### src/rtl/pipearch_dma_read_arbiter.sv
// pipearch_dma_read_arbiter
// Shares one AXI read DMA engine among NUM_CLIENTS requesters. A round-robin
// pick in IDLE accepts one transfer (start address + line count). The
// transfer is forwarded to the DMA in ISSUE. In DRAIN, every returned line is
// steered back to the owning client until the whole transfer is delivered.
//
// Ports:
//   ap_clk, ap_rst_n          clock, synchronous active-low reset
//   req_valid/req_ready       per-client request handshake
//   req_addr/req_len          packed per-client start address / line count
//   rsp_valid/rsp_ready       per-client line handshake
//   rsp_data/rsp_last         shared line data, final-line marker
//   dma_req_*                 command channel to the DMA
//   dma_rsp_*                 line channel from the DMA
//   grant_id                  index of the current owner
//   busy                      high whenever the FSM is not in IDLE
module pipearch_dma_read_arbiter #(
   parameter int unsigned NUM_CLIENTS = 4,
   parameter int unsigned ADDR_WIDTH  = 42,
   parameter int unsigned LEN_WIDTH   = 32,
   parameter int unsigned DATA_WIDTH  = 512,
   parameter int unsigned ID_WIDTH    = $clog2(NUM_CLIENTS)
) (
   input  logic                              ap_clk,
   input  logic                              ap_rst_n,
   input  logic [NUM_CLIENTS-1:0]            req_valid,
   output logic [NUM_CLIENTS-1:0]            req_ready,
   input  logic [NUM_CLIENTS*ADDR_WIDTH-1:0] req_addr,
   input  logic [NUM_CLIENTS*LEN_WIDTH-1:0]  req_len,
   output logic [NUM_CLIENTS-1:0]            rsp_valid,
   input  logic [NUM_CLIENTS-1:0]            rsp_ready,
   output logic [DATA_WIDTH-1:0]             rsp_data,
   output logic                              rsp_last,
   output logic                              dma_req_valid,
   input  logic                              dma_req_ready,
   output logic [ADDR_WIDTH-1:0]             dma_req_addr,
   output logic [LEN_WIDTH-1:0]              dma_req_len,
   input  logic                              dma_rsp_valid,
   output logic                              dma_rsp_ready,
   input  logic [DATA_WIDTH-1:0]             dma_rsp_data,
   output logic [ID_WIDTH-1:0]               grant_id,
   output logic                              busy
);

   typedef enum logic [1:0] {
      IDLE  = 2'd0,
      ISSUE = 2'd1,
      DRAIN = 2'd2
   } state_t;

   state_t                state, state_next;
   logic [ID_WIDTH-1:0]   last_grant;
   logic [ID_WIDTH-1:0]   winner;
   logic [ID_WIDTH-1:0]   idx;
   logic                  found;
   logic                  accept;
   logic [ADDR_WIDTH-1:0] win_addr;
   logic [LEN_WIDTH-1:0]  win_len;
   logic [ADDR_WIDTH-1:0] addr_q;
   logic [LEN_WIDTH-1:0]  len_q;
   logic [LEN_WIDTH-1:0]  count;
   logic                  rsp_hs;
   logic                  last_line;

   // Round-robin search starting one past the previous owner, wrapping
   // modulo NUM_CLIENTS; the first requester found wins.
   always_comb begin
      winner = '0;
      idx    = '0;
      found  = 1'b0;
      for (int unsigned i = 1; i <= NUM_CLIENTS; i++) begin
         idx = ID_WIDTH'((32'(last_grant) + i) % NUM_CLIENTS);
         if (!found && req_valid[idx]) begin
            found  = 1'b1;
            winner = idx;
         end
      end
   end

   assign win_addr = req_addr[winner*ADDR_WIDTH +: ADDR_WIDTH];
   assign win_len  = req_len[winner*LEN_WIDTH +: LEN_WIDTH];

   // Gated by reset so a request seen while reset is held is not acked.
   assign accept    = (state == IDLE) && found && ap_rst_n;
   assign rsp_hs    = (state == DRAIN) && dma_rsp_valid && rsp_ready[grant_id];
   assign last_line = (count == len_q - LEN_WIDTH'(1));

   always_comb begin
      state_next    = state;
      req_ready     = '0;
      dma_req_valid = 1'b0;
      dma_req_addr  = '0;
      dma_req_len   = '0;
      rsp_valid     = '0;
      rsp_data      = '0;
      rsp_last      = 1'b0;
      dma_rsp_ready = 1'b0;
      case (state)
         IDLE: begin
            if (accept) begin
               req_ready[winner] = 1'b1;
               // Zero-length transfers are consumed here without a DMA command.
               if (win_len != '0) state_next = ISSUE;
            end
         end
         ISSUE: begin
            dma_req_valid = 1'b1;
            dma_req_addr  = addr_q;
            dma_req_len   = len_q;
            if (dma_req_ready) state_next = DRAIN;
         end
         DRAIN: begin
            rsp_valid[grant_id] = dma_rsp_valid;
            dma_rsp_ready       = rsp_ready[grant_id];
            rsp_data            = dma_rsp_data;
            rsp_last            = last_line;
            if (rsp_hs && last_line) state_next = IDLE;
         end
         default: state_next = IDLE;
      endcase
   end

   assign busy = (state != IDLE);

   always_ff @(posedge ap_clk) begin
      if (!ap_rst_n) begin
         state      <= IDLE;
         last_grant <= ID_WIDTH'(NUM_CLIENTS - 1);
         grant_id   <= '0;
         addr_q     <= '0;
         len_q      <= '0;
         count      <= '0;
      end else begin
         state <= state_next;
         case (state)
            IDLE: begin
               if (accept) begin
                  grant_id <= winner;
                  addr_q   <= win_addr;
                  len_q    <= win_len;
                  if (win_len == '0) last_grant <= winner;
               end
            end
            ISSUE: begin
               if (dma_req_ready) count <= '0;
            end
            DRAIN: begin
               if (rsp_hs) begin
                  count <= count + LEN_WIDTH'(1);
                  if (last_line) last_grant <= grant_id;
               end
            end
            default: ;
         endcase
      end
   end

endmodule

### config.mk
export PLATFORM = sky130hd
export DESIGN_NAME = pipearch_dma_read_arbiter
export DESIGN_NICKNAME = d
export VERILOG_FILES = /design/src/rtl/pipearch_dma_read_arbiter.sv
export SDC_FILE = /design/constraint.sdc
export NUM_CORES = 1
export LEC_CHECK = 0
export CAP_MARGIN = 25
export CORE_AREA = 2 2 546 548
export DETAILED_ROUTE_END_ITERATION = 16
export DIE_AREA = 0 0 548 550
export PLACE_DENSITY_LB_ADDON = 0.15
export SETUP_SLACK_MARGIN = 0.2
export SLEW_MARGIN = 10
export SYNTH_ARGS = -nofsm -noshare
export SYNTH_HDL_FRONTEND = slang
export SYNTH_SLANG_ARGS = --single-unit
### constraint.sdc
create_clock -name ap_clk -period 4 [get_ports ap_clk]
set_clock_uncertainty 0.05 [all_clocks]
set_input_delay 0.4 -clock ap_clk [delete_from_list [all_inputs] [get_ports ap_clk]]
set_output_delay 0.4 -clock ap_clk [all_outputs]
set_load 0.01 [all_outputs]
==> results of run 1 <==
-- cell families (layout without fill, tap and decap cells) --
family	after synthesis	count (layout)	synth area share
compound gates	175	175	0.100
xor+xnor	64	64	0.0468
fa+ha+maj	2	2	0.00209
buf+inv	205	1576	0.0644
flops	112	112	0.187
mux	22	22	0.0204
other cells	0	52	0
simple gates	1282	1282	0.579
-- per-stage QoR --
step                area (µm²)  total power [µW]  setup TNS (ns)  setup slack, ns  utilization
finish                   32100              5720               0            0.348        0.109
global route             32000              6070               0            0.159        0.108
CTS                      31900              5890               0            0.185        0.108
detailed placement       31500              4590           -1.95           -0.516        0.107
global placement         31500              4600           -2.28           -0.605        0.107
floorplan                12000              2260               0            0.974            -
-- power by group --
group | switching, µW | leakage [µW] | internal (µW) | total (µW)
registers | 140 | 0.000923 | 1230 | 1370
clock network | 678 | 0.000161 | 516 | 1190
logic | 1640 | 0.00985 | 1520 | 3150
total | 2460 | 0.0109 | 3260 | 5720
-- area by class of cell --
cell class | count | area, µm² | area share
clock inverters | 7 | 108 | 0.00335
inverters | 44 | 165 | 0.00515
multi-input cells | 1545 | 9170 | 0.286
well taps | 3939 | 4930 | 0.154
repair buffers | 1516 | 15100 | 0.471
clock buffers | 9 | 225 | 0.00702
flip-flops and latches | 112 | 2240 | 0.0699
diodes | 52 | 130 | 0.00405
-- cell usage after synthesis, types with 4 or more instances --
library cell / n
and2_1: 588
nand2_1: 283
nand3_1: 238
clkbuf_1: 151
dfxtp_1: 112
nor2_1: 61
inv_1: 44
a211oi_1: 41
a31oi_1: 40
xor2_1: 33
xnor2_1: 31
o21ai_0: 27
o31ai_1: 21
nor3_1: 16
nor2b_1: 14
and3_1: 13
mux2i_1: 12
nand4_1: 9
nor4_1: 9
o22ai_1: 9
or3_1: 9
buf_1: 8
and4_1: 7
mux2_2: 7
or4_1: 7
a21oi_1: 6
nand2b_1: 4
-- worst min-delay path, stage by stage (launching register included) --
cell	delay (ns)
dfxtp_1	0.31
nand3_1	0.06
nand2_1	0.05
-- how the worst min path moves through the flow --
stage / from / to
after CTS: addr_q[27] / addr_q[27]
after floorplan: addr_q[0] / addr_q[0]
after global routing: addr_q[25] / addr_q[25]
after detailed placement: addr_q[25] / addr_q[25]
after global placement: addr_q[25] / addr_q[25]
final: addr_q[27] / addr_q[27]
-- what timing repair did --
action                     in CTS  in global routing
setup endpoints to repair       7                  5
pin swaps                       9                  1
gates resized for setup        16                 14
buffers inserted                4                  0
-- state kept, by name, indices dropped and copies added, names as in the netlist --
register / count
addr_q: 42
count: 32
len_q: 32
grant_id: 2
last_grant: 2
state: 2
-- per-layer routing --
metal / GRT usage / routed length, µm
met1: 0.166 / 90900
met2: 0.285 / 124000
met3: 0.133 / 44600
met4: 0.0114 / 2870
met5: 0 / 1150
==> results_dict.tcl, run 1 <==
set metrics [dict create \
    fmaxAchievable_ghz 0.274 \
    drtIter0Drc 1227 \
    chipHeight_um 550 \
    start_util 0.0406 \
    synth-edff-count 0 \
    synth_cell_types 66 \
    async_flop_share 0 \
    fin_cells 7224 \
    ir_drop_mv 0.196 \
    port_buffers 1419 \
    htree_levels 3 \
    worst_pin_slew_ns 0.912 \
    hpwl_mm 245 \
    core_area_um2 296000 \
    hold_viol_final 0 \
    syn_inst 1862 \
    leakage_uw 0.0109 \
    cp_slowest_cell "or4_1" \
    worstSetupPathType "register to output port" \
    hp-class "register to register" \
    syn_area_um2 12000 \
    hold_buffers 0 \
    synth_top_area_cell "and2_1" \
    cpPeakStageDelay_ns 0.59 \
    final_common_cell "clkdlybuf4s50_1" \
    synth_seq_cells 112 \
    path_buf_inv 2 \
    fin_crit_ns 3.65 \
    r2r-start "last_grant[1]" \
    final_cell_mix "1411 x clkdlybuf4s50_1, 588 x and2_1, 282 x nand2_1, 237 x nand3_1, 110 x dfxtp_1" \
    grt_pass1_wl_mm 309 \
    dr.pass1.iters 5 \
    slew_headroom 0.392 \
    r2r_end "last_grant[1]" \
    synth.top_cell.area_share 0.307 \
    routed_wl_mm 264 \
    globalRouteOverflowTotal 0 \
    clk_path_buf_depth 2 \
    whs_ns 0.404 \
    die_width_um 548 \
    syn_area_per_cell_um2 6.44 \
    rsz0062_at_grt "yes" \
    synthFlopType "dfxtp_1" \
    clk_pin_slew_worst_paths_ns 0.10 \
    powerDensity_nw_per_um2 178 \
    grt_pass1_vias 20300 \
    endpoint_kind "output port" \
    cp.required_ns 3.55 \
    finalSetupViolCount 0 \
    fillers 34300 \
    max_cap_violations 0 \
    endpoint "rsp_last" \
    ys_warn_count 0 \
    clkLatencyLatePin_ns 0.45 \
    status "finished, final reports clean" \
    yosysSeqAreaShare 0.187 \
    wl_per_cell_um 36.5 \
    grt_use_total 0.168 \
    worst-path-max-fanout 7 \
    grt_start_max_net_pins 133 \
    cp.arrival_ns 3.20 \
    route.detailed.drc 0 \
    cts_sinks 112 \
    row_count 200 \
    syn-num-nets 2684 \
    slew_viol_final 0 \
    num_vias 20700 \
    cts_tree "done" \
    rrSetupSlack_ns 0.48 \
    start_kind "register" \
    viasPerCell 2.87 \
    drive_gt1_frac 0.0523 \
    crit_cells 10 \
    drtAntennaViolNets 0 \
    dp.cells 7152 \
    holdPathStages 2 \
    fp.dieArea_um2 301000 \
    nets 4050 \
    cp-startpoint "len_q[13]" \
    finalWeightedCongestion 0.865 \
    synth_area_leaders "and2_1 31%, dfxtp_1 19%, nand3_1 9.9%" \
    io_pins 1420 \
    fin_crit_sh 0.913 \
    cp_cell_sequence "or4_1 -> or3_1 -> o31a_1 -> a41oi_1 -> a21oi_1 -> and4_1 -> nand2_2 -> nor3_2 -> buf_4 -> buf_12" \
    cts_inserted_buffers 9 \
    area_growth_pct 168 \
    antenna_found_initial 269 \
    rr_worst_depth 12 \
    cp_top_family "simple AND/OR/NAND/NOR gates" \
    cts_root_buf "clkbuf_16" \
]
Power figures use the tool's default switching activity.
==> run 2, diff against run 1 <==
- clock period: 4 -> 3.8 ns (I/O delays scaled with it)
==> results_dict.tcl, run 2 (same netlist as run 1, synthesis figures left out) <==
set metrics [dict create \
    max_cap_violations 0 \
    wl_per_cell_um 36.9 \
    start_kind "register" \
    row_count 200 \
    worstSetupPathType "register to output port" \
    clk_pin_slew_worst_paths_ns 0.10 \
    endpoint_kind "output port" \
    cp.arrival_ns 3.17 \
    met2_usage 0.288 \
    tns_ns 0 \
    hold_viol_final 0 \
    top_register "addr_q" \
    leakage_uw 0.0109 \
    slew_viol_final 0 \
    status "finished, final reports clean" \
    clkLatencyLatePin_ns 0.45 \
    slew_headroom 0.296 \
    rsz0062_at_grt "yes" \
    route.detailed.drc 0 \
    fin_crit_sh 0.949 \
    worst-path-max-fanout 3 \
    die_width_um 548 \
    hp-class "register to register" \
    cp_top_family "simple AND/OR/NAND/NOR gates" \
    dr.pass1.iters 5 \
    fin_crit_ns 3.60 \
    grt_use_met3 0.131 \
    antenna_found_initial 281 \
    top_usage_layer "met2" \
    largest_reg_flops 42 \
    final_area_um2 32100 \
    finalSetupViolCount 0 \
    routed_wl_mm 267 \
    cts_inserted_buffers 9 \
    cp_slowest_cell "or4_4" \
    hpwl_mm 248 \
    hold_buffers 0 \
    cpPeakStageDelay_ns 0.47 \
    drive_gt1_frac 0.0562 \
    ir_drop_mv 0.189 \
    placed_area_um2 31500 \
    fmaxAchievable_ghz 0.277 \
    drtAntennaViolNets 0 \
    cts_root_buf "clkbuf_16" \
    area_growth_pct 168 \
    grt_start_max_net_pins 123 \
    core_area_um2 296000 \
    dp.cells 7150 \
    port_buffers 1419 \
    grt_pass1_vias 20200 \
    globalRouteOverflowTotal 0 \
    grt_pass1_wl_mm 311 \
    cp.required_ns 3.37 \
    num_vias 20700 \
    chipHeight_um 550 \
    cts_sinks 112 \
    clk_path_buf_depth 2 \
    drtIter0Drc 1109 \
    final_common_cell "clkdlybuf4s50_1" \
    io_pins 1420 \
    fin_cells 7224 \
    nets 4054 \
    htree_levels 3 \
    viasPerCell 2.86 \
    path_buf_inv 3 \
    finalWeightedCongestion 0.875 \
    reg_top3 "addr_q x42, count x32, len_q x32" \
    whs_ns 0.405 \
    cts_tree "done" \
    fp.dieArea_um2 301000 \
    final_cell_mix "1408 x clkdlybuf4s50_1, 588 x and2_1, 280 x nand2_1, 237 x nand3_1, 107 x dfxtp_1" \
    powerDensity_nw_per_um2 189 \
    use_met1 0.171 \
    cp_cell_sequence "or2_4 -> or4_4 -> buf_12 -> or4_4 -> a211o_1 -> a22oi_1 -> and4_1 -> nand2_2 -> nor3_2 -> buf_4 -> buf_12" \
    grt_use_total 0.170 \
    start_util 0.0406 \
    worst_pin_slew_ns 1.05 \
]
[run 2: changes by cell type in the layout (fill, tap and decap cells not counted), sizes merged]
cell           change
diode              -4
dlymetal6s2s       -1
buf               +11
clkinv             -1
clkdlybuf4s50      -3
dlygate4sd2        -3
inv                +1
[run 2: layout make-up]
cell class	count	area [µm²]
clock inverter	7	103
sequential	112	2250
fill	34300	263000
inverter	44	165
clock buffer	9	225
antenna	48	120
timing repair buffer	1520	15100
tap	3939	4930
multi-input combinational	1545	9160
[run 2: worst min-delay path, delay by kind of cell (launching register included)]
kind	cells	cell delay (ns)
flip-flops	1	0.32
AND/OR/NAND/NOR	2	0.10
[run 2: metal layers]
metal,vias to the layer above,share of wire
li1,8963,-
met1,9769,0.35
met2,1305,0.47
met3,471,0.16
met4,152,0.013
met5,-,0.0037
[run 2: path summary, 6_finish.rpt]
path | slack, ns | from | cells after the start | end
max | 0.20 | len_q[17] | 11 | rsp_last
min | 0.40 | addr_q[40] | 2 | addr_q[40]
max reg2reg | 0.36 | last_grant[1] | 11 | last_grant[0]
min reg2reg | 0.40 | addr_q[40] | 2 | addr_q[40]
[run 2: power by group]
group	internal [µW]	total (µW)	switching, µW
clock network	543	1250	711
registers	1300	1420	126
logic	1610	3400	1790
total	3450	6080	2630
[run 2: timing repair]
action,4_1_cts,5_1_grt
pin swaps,14,2
gates resized for setup,27,5
buffers inserted,8,2
cloned,0,0
endpoints found under the hold margin,0,0
setup endpoints to repair,2,4
[run 2: stage by stage]
stage                      util  power, µW  setup slack, ns
after floorplan               -       2380            0.794
after global placement    0.106       4860           -0.199
after detailed placement  0.106       4860           -0.174
after CTS                 0.108       6250            0.129
after global routing      0.108       6420           0.0392
final                     0.109       6080            0.195
==> patch, RTL diff (config.mk and constraints of run 2) <==
Change the parameter `LEN_WIDTH` from 32 to 64.
--- a/src/rtl/pipearch_dma_read_arbiter.sv
+++ b/src/rtl/pipearch_dma_read_arbiter.sv
@@ -18,5 +18,5 @@
    parameter int unsigned NUM_CLIENTS = 4,
    parameter int unsigned ADDR_WIDTH  = 42,
-   parameter int unsigned LEN_WIDTH   = 32,
+   parameter int unsigned LEN_WIDTH   = 64,
    parameter int unsigned DATA_WIDTH  = 512,
    parameter int unsigned ID_WIDTH    = $clog2(NUM_CLIENTS)
Ports: changed (resized dma_req_len and req_len); port bits go from 1420 to 1580. No check against the original RTL was run, so the function may have changed too.
==> patch against run 2 <==
The run now ends with negative setup slack left; global-route usage grew 7.7 points; non-clock buffer count up 366; design area grew 28%; count of clock-buffer cells in the layout is 9 higher; first-iteration DRC count up 63%; wire length increased by 45%; sequential cell count rose by 64; worst setup slack lost 0.82 ns; total power rose by 61%; critical path depth grew 1; area after synthesis is 44% higher; register-to-register slack worse by 0.50 ns; sequential share of layout area up 1.6 points; largest cell class unchanged; highest routed layer unchanged.
==> patch: results (changes against run 2) <==
[clock_network]
cts_buffers = 17  ; +8
clock_latency_ns = 0.55  ; +0.10 ns
cts_resized = 117  ; +330%

[setup_path]
r2r_cells = 16  ; +5
r2r-start = len_q[5]
worst-r2r-setup-slack_ns = -0.14  ; -0.50 ns
critPathArrivalTime_ns = 3.99  ; +0.82 ns
worst-path-max-fanout = 6  ; +3

[sta]
setup_ws_ns = -0.623  ; -0.819 ns
fin_tns_setup_ns = -0.894  ; -0.894 ns
final-setup-viol-count = 3  ; +3
relSlewSlack = 0.416  ; +0.120

[run_status]
violations = negative setup slack
status = finished, violations left

[global_routing]
antenna_found_initial = 357  ; +27%
first_global_vias = 27396  ; +36%
track_usage = 0.247  ; +0.0773

[place]
post-dp-hpwl_mm = 361  ; +46%
io_buffers = 1579  ; +11%

[layout]
nets = 5255  ; +30%
final.fill_count = 34161  ; -0.42%
top_regs = count: 64 flops, len_q: 64 flops, addr_q: 42 flops

[pwr]
vdd.ir_drop.worst_uv = 353  ; +87%
p_sw_frac = 0.449  ; +0.0168

[yosys]
yosys-mux-area-fraction = 0.0276  ; +0.00722
synth_adder_area_share = 0.00145  ; -0.000636
syn_nets = 3561  ; +33%
synth_common_cells = 622 x and2_1, 603 x nand2_1, 181 x clkbuf_1
yosys-top-cells-area = and2_1 23%, dfxtp_1 20%, nand2_1 13%, nand3_1 4.9%, a21boi_0 4.7%
synth_compound_area_frac = 0.108  ; +0.00785
synth-xor-area-share = 0.0681  ; +0.0213

[drt]
drt_iter0_markers = 1806  ; +63%

[hold_path]
worstHoldPathType = primary input to flop

## patch: critical path, cell delays in order (launching register included)
cell and delay (ns):
dfxtp_2 0.33, or4_4 0.58, or4_4 0.54, buf_6 0.15
buf_12 0.13, or2_4 0.26, a2111oi_4 0.31, o32ai_2 0.19
nor3_1 0.21, nor4bb_2 0.28, and3_1 0.20, buf_6 0.12
buf_12 0.11
## patch: layer usage
layer	wire length, µm	global-route usage	part of all wire
met1	126000	0.232	0.33
met2	186000	0.430	0.48
met4	15100	0.0692	0.039
met5	1120	0	0.0029
met3	58800	0.172	0.15
## patch: worst max-delay path by stage
stage / slack (ns) / start / end / depth (start not counted)
finish: -0.62 / len_q[5] / rsp_last / 12
global route: -0.86 / len_q[5] / rsp_last / 14
CTS: -0.69 / len_q[12] / rsp_last / 13
detailed placement: -0.91 / req_valid[1] / last_grant[1] / 15
global placement: -0.89 / req_valid[1] / last_grant[1] / 15
floorplan: 0.18 / len_q[5] / last_grant[0] / 13
## patch: layout make-up
| type | instances | area (µm²) | area share |
|---|---|---|---|
| Clock inverter | 14 | 170 | 0.00416 |
| Multi-Input combinational cell | 2209 | 13100 | 0.320 |
| Clock buffer | 18 | 429 | 0.0105 |
| Antenna cell | 117 | 293 | 0.00715 |
| Sequential cell | 176 | 3540 | 0.0864 |
| Tap cell | 3939 | 4930 | 0.120 |
| Inverter | 15 | 56.3 | 0.00138 |
| Timing Repair Buffer | 1886 | 18400 | 0.450 |
## patch: power groups by stage
stage	Clock (mW)	Sequential (mW)	Combinational, mW
final	2.04	2.12	5.63
after global routing	2.20	2.14	5.94
after CTS	2.16	2.12	5.68
after detailed placement	0	2.16	5.60
after global placement	0	2.16	5.61
after floorplan	0	2.12	1.67
